===== src/rtl/fifo_flex.sv =====
// fifo_flex: single-clock FIFO with fill count, almost flags, sticky errors and optional FWFT read.
module fifo_flex #(
    parameter int DATA_WIDTH = 8,
    parameter int DEPTH      = 16,
    parameter int FWFT       = 0,
    parameter int AF_THRESH  = DEPTH - 2,
    parameter int AE_THRESH  = 2,
    localparam int AW        = $clog2(DEPTH)
) (
    input  logic                  clk,
    input  logic                  rst,
    input  logic                  wr_en,
    input  logic [DATA_WIDTH-1:0] din,
    input  logic                  rd_en,
    output logic [DATA_WIDTH-1:0] dout,
    output logic                  valid,
    output logic                  empty,
    output logic                  full,
    output logic                  almost_full,
    output logic                  almost_empty,
    output logic [AW:0]           count,
    output logic                  overflow,
    output logic                  underflow,
    input  logic                  err_clr
);
    localparam logic [AW:0] FULL_CNT = DEPTH[AW:0];
    localparam logic [AW:0] AF       = AF_THRESH[AW:0];
    localparam logic [AW:0] AE       = AE_THRESH[AW:0];

    logic [DATA_WIDTH-1:0] mem [DEPTH];
    logic [AW-1:0]         wr_ptr, rd_ptr;
    logic [DATA_WIDTH-1:0] dout_q;
    logic                  valid_q, rd_acc, wr_acc;

    always_comb begin
        empty        = count == '0;
        full         = count == FULL_CNT;
        almost_full  = count >= AF;
        almost_empty = count <= AE;
        rd_acc       = rd_en && !empty;
        wr_acc       = wr_en && (!full || rd_acc);
        dout         = FWFT != 0 ? mem[rd_ptr] : dout_q;
        valid        = FWFT != 0 ? !empty : valid_q;
    end

    // storage is deliberately left unreset
    always_ff @(posedge clk)
        if (wr_acc && !rst) mem[wr_ptr] <= din;

    always_ff @(posedge clk) begin
        if (rst) begin
            wr_ptr    <= '0;
            rd_ptr    <= '0;
            count     <= '0;
            dout_q    <= '0;
            valid_q   <= 1'b0;
            overflow  <= 1'b0;
            underflow <= 1'b0;
        end else begin
            if (wr_acc) wr_ptr <= wr_ptr + AW'(1);
            if (rd_acc) begin
                rd_ptr <= rd_ptr + AW'(1);
                dout_q <= mem[rd_ptr];
            end
            valid_q   <= rd_acc;
            count     <= count + (AW+1)'(wr_acc) - (AW+1)'(rd_acc);
            // a new error in the same cycle as err_clr keeps the flag set
            overflow  <= (wr_en && !wr_acc) || (overflow && !err_clr);
            underflow <= (rd_en && !rd_acc) || (underflow && !err_clr);
        end
    end
endmodule


===== config.mk =====
export PLATFORM = sky130hd
export DESIGN_NAME = fifo_flex
export DESIGN_NICKNAME = d
export VERILOG_FILES = /design/src/rtl/fifo_flex.sv
export SDC_FILE = /design/constraint.sdc
export NUM_CORES = 1
export LEC_CHECK = 0
export CAP_MARGIN = 20
export CORE_MARGIN = 5
export CORE_UTILIZATION = 60
export CTS_CLUSTER_DIAMETER = 50
export DETAILED_ROUTE_END_ITERATION = 7
export DONT_BUFFER_PORTS = 1
export GPL_ROUTABILITY_DRIVEN = 0
export PLACE_DENSITY = 0.76
export REMOVE_ABC_BUFFERS = 1
export SLEW_MARGIN = 20
export SYNTH_ARGS = -nofsm -noshare
export SYNTH_HDL_FRONTEND = slang
export SYNTH_SLANG_ARGS = --single-unit

===== constraint.sdc =====
create_clock -name clk -period 3.6 [get_ports clk]
set_clock_uncertainty 0.1 [all_clocks]
set_input_delay 0.72 -clock clk [delete_from_list [all_inputs] [get_ports clk]]
set_output_delay 0.72 -clock clk [all_outputs]
set_load 0.03 [all_outputs]

==> results_dict.tcl <==
set metrics [dict create \
    status "finished clean" \
    p_leak_nw 2.375 \
    rows 37 \
    power.density_nw_per_um2 699.1 \
    hold_buffers 0 \
    via_per_inst 6.033 \
    cts_setup_buffers 0 \
    finalCriticalPeriod_ns 3.134 \
    area_growth_pct 13.10 \
    cts.sinks 152 \
    htreeDepth 4 \
    synth_edf_count 128 \
    rsz0062_at_grt "no" \
    setup_viol 0 \
    cts_tree "built" \
    cts_buffer_depth 2 \
    drt_first_pass_iters 4 \
    root_buffer "clkbuf_8" \
    grt_overflow 0 \
    swShare_pct 28.64 \
    pwr-share-clk_pct 36.4 \
    hold_viol 0 \
    p_comb_share_pct 18.3 \
    yosys_most_used_dff "edfxtp_1" \
    clkLatencyLatePin_ns 0.52 \
    slowest_stage "dfxtp_1" \
    num_vias 3089 \
    antenna_cells 0 \
    grt_pass1_wl_um 17980 \
    fp.dieH_um 112.0 \
    ant_nets 0 \
    critPathLaunchType "flop" \
    synthMuxAreaShare_pct 15.78 \
    wl_um 11240 \
    vdd_drop_max_uv 463.3 \
    synth_xor_area_share_pct 1.123 \
    cts.clk_slew.worst_paths_ns 0.07 \
    seq_area_frac_synth_pct 69.31 \
    end_kind "flop" \
    initial_core_util_pct 60.98 \
    core-area_um2 10230 \
    fin_crit_sh_pct 87.04 \
    max_stage_delay_ns 0.57 \
    fillers 657 \
    arrival_ns 3.45 \
    critPathKind "reg -> reg" \
    avgRoutedWirePerCell_um 21.96 \
    ys_types 36 \
    final_nets 392 \
    path_delay_family "adder cells" \
    syn_inst 340 \
    setup_tns_ns 0 \
    power_switching_mw 1.413 \
    relSlewSlack_pct 44.72 \
    sequentialPowerShare_pct 45.3 \
    worst_slew_pin_slew_ns 0.8293 \
    dieArea_um2 12540 \
    syn_area_per_cell_um2 18.35 \
    slew_viol_final 0 \
    synthAdderAreaFrac_pct 3.329 \
    antenna_found_initial 0 \
    p_int_mw 3.520 \
    cp_max_fo 5 \
    max_cap_violations 0 \
    numPortBuffers 0 \
    cts_buffers 17 \
    hold_class "in -> reg" \
    place_hpwl_um 7165 \
    drive_gt1_share_pct 17.29 \
    grt_max_degree 36 \
    yosys_warnings 0 \
    fmax_ghz 0.3191 \
    critPathBufInv 3 \
    path_cells "inv_1 -> ha_1 -> or4b_4 -> inv_2 -> nor2_1 -> nand2_1 -> o21ai_0 -> ha_1 -> inv_1 -> fa_1 -> o21bai_1 -> a21oi_1 -> xnor2_1 -> nor2_1" \
    post_cts_resized 0 \
    io_pins 33 \
    async_flop_share_pct 0 \
    worstPathRequired_ns 3.92 \
    final_core_util_pct 68.96 \
    synth_top_family_by_area "multiplexers" \
    synth-compound-area-share_pct 2.748 \
    grt_use_total_pct 19.30 \
    synth-seq-cells 152 \
    grt_pass1_vias 3252 \
    drc 0 \
    synthSimpleGateAreaFrac_pct 5.074 \
    syn-cell-area_um2 6238 \
    fp.dieW_um 112.0 \
    drtIter0Drc 319 \
]
==> power groups by stage <==
stage | Combinational (mW) | Sequential [mW] | Clock, mW
final | 0.905 | 2.23 | 1.79
after detailed placement | 0.910 | 2.28 | 0
after global routing | 0.998 | 2.25 | 1.91
after global placement | 0.890 | 2.27 | 0
after CTS | 0.919 | 2.24 | 1.81
after floorplan | 0.669 | 2.28 | 0
==> layout make-up <==
class                      instances  area, um^2  share of cell area (%)
sequential                       152        4327                   61.32
multi-input combinational        158        1750                   24.81
clock buffer                      17       414.1                   5.870
clock inverter                    15       191.4                   2.713
tap                              136       170.2                   2.412
timing repair buffer              20       150.1                   2.128
inverter                          14       52.55                  0.7448
==> cells in the mapped netlist, types with 3 or more instances <==
cell | number | area (um^2)
nor2_1 | 26 | 97.59
buf_2 | 5 | 25.02
buf_6 | 3 | 33.78
nand3b_1 | 9 | 67.56
clkbuf_1 | 4 | 15.01
mux4_2 | 7 | 157.7
inv_1 | 13 | 48.80
a21oi_1 | 5 | 25.02
xnor2_1 | 6 | 52.55
mux4_1 | 25 | 656.9
nand3_1 | 3 | 15.01
ha_1 | 15 | 187.7
nand2_1 | 10 | 37.54
nor3_1 | 4 | 20.02
o21ai_0 | 3 | 15.01
edfxtp_1 | 128 | 3844
dfxtp_1 | 24 | 480.5
o221ai_1 | 8 | 70.07
buf_4 | 3 | 22.52
mux2i_1 | 17 | 170.2
==> routing by layer <==
layer,global-route usage (%),share of wire (%),wire length (um)
met4,5.689,1.3,145
met5,0,0,0
met3,6.902,7.3,823
met2,30.98,49,5562
met1,25.16,42,4712
==> through the flow <==
stage | power (mW) | area [um^2] | instances | hold slack [ns] | worst slack (ns)
4_1_cts | 4.966 | 7056 | 512 | 0.1369 | 0.4318
5_1_grt | 5.162 | 7056 | 512 | 0.1261 | 0.1188
3_3_place_gp | 3.160 | 6450 | 480 | 0.4084 | 0.5555
6_report | 4.932 | 7056 | 512 | 0.1560 | 0.4664
3_5_place_dp | 3.186 | 6450 | 480 | 0.4266 | 0.4494
2_1_floorplan | 2.953 | 6127 | 324 | 0.3722 | 0.7167
==> path summary, 6_finish.rpt <==
kind | start | end | slack [ns] | depth (start not counted)
worst max-delay path | count[2]$_SDFF_PP0_ | count[4]$_SDFF_PP0_ | 0.47 | 14
worst min-delay path | rst | rd_ptr[0]$_SDFFE_PP0N_ | 0.16 | 1
worst max register to register | count[2]$_SDFF_PP0_ | count[4]$_SDFF_PP0_ | 0.47 | 14
worst min register to register | rd_ptr[3]$_SDFFE_PP0N_ | rd_ptr[3]$_SDFFE_PP0N_ | 0.43 | 2
==> registers in the layout, summed over array words and instances, names as in the netlist <==
| name | count |
|---|---|
| mem | 128 |
| dout | 8 |
| count | 5 |
| rd_ptr | 4 |
| wr_ptr | 4 |
| overflow | 1 |
| underflow | 1 |
| valid | 1 |
==> kinds of logic (layout without fill, tap and decap cells) <==
logic type	after synthesis	count (layout)
buffers and inverters	30	66
xor gates and xnor gates	8	8
AOI/OAI and AO/OA	24	24
adders and majority gates	16	16
and+or+nand+nor	61	61
DFF	152	152
muxes	49	49
==> layout by cell type, fill, tap and decap left out, types with 2 or more instances in the layout <==
master / instances
xnor2_1: 6
clkinv_4: 2
inv_6: 2
dfxtp_2: 2
clkbuf_16: 16
or3_1: 2
nand2_1: 10
mux4_1: 25
dfxtp_1: 22
mux4_2: 7
nor3_1: 4
edfxtp_1: 128
o21ai_0: 3
nand3b_1: 9
inv_8: 3
nor2b_1: 2
xor2_1: 2
clkinvlp_4: 3
bufinv_16: 3
a211oi_1: 2
nor2_1: 26
buf_4: 20
o221ai_1: 8
o21bai_1: 2
inv_1: 13
mux2i_1: 17
ha_1: 15
clkinv_2: 2
nand3_1: 3
nand2b_1: 2
a21oi_1: 5
(Power assumes the default switching activity.)
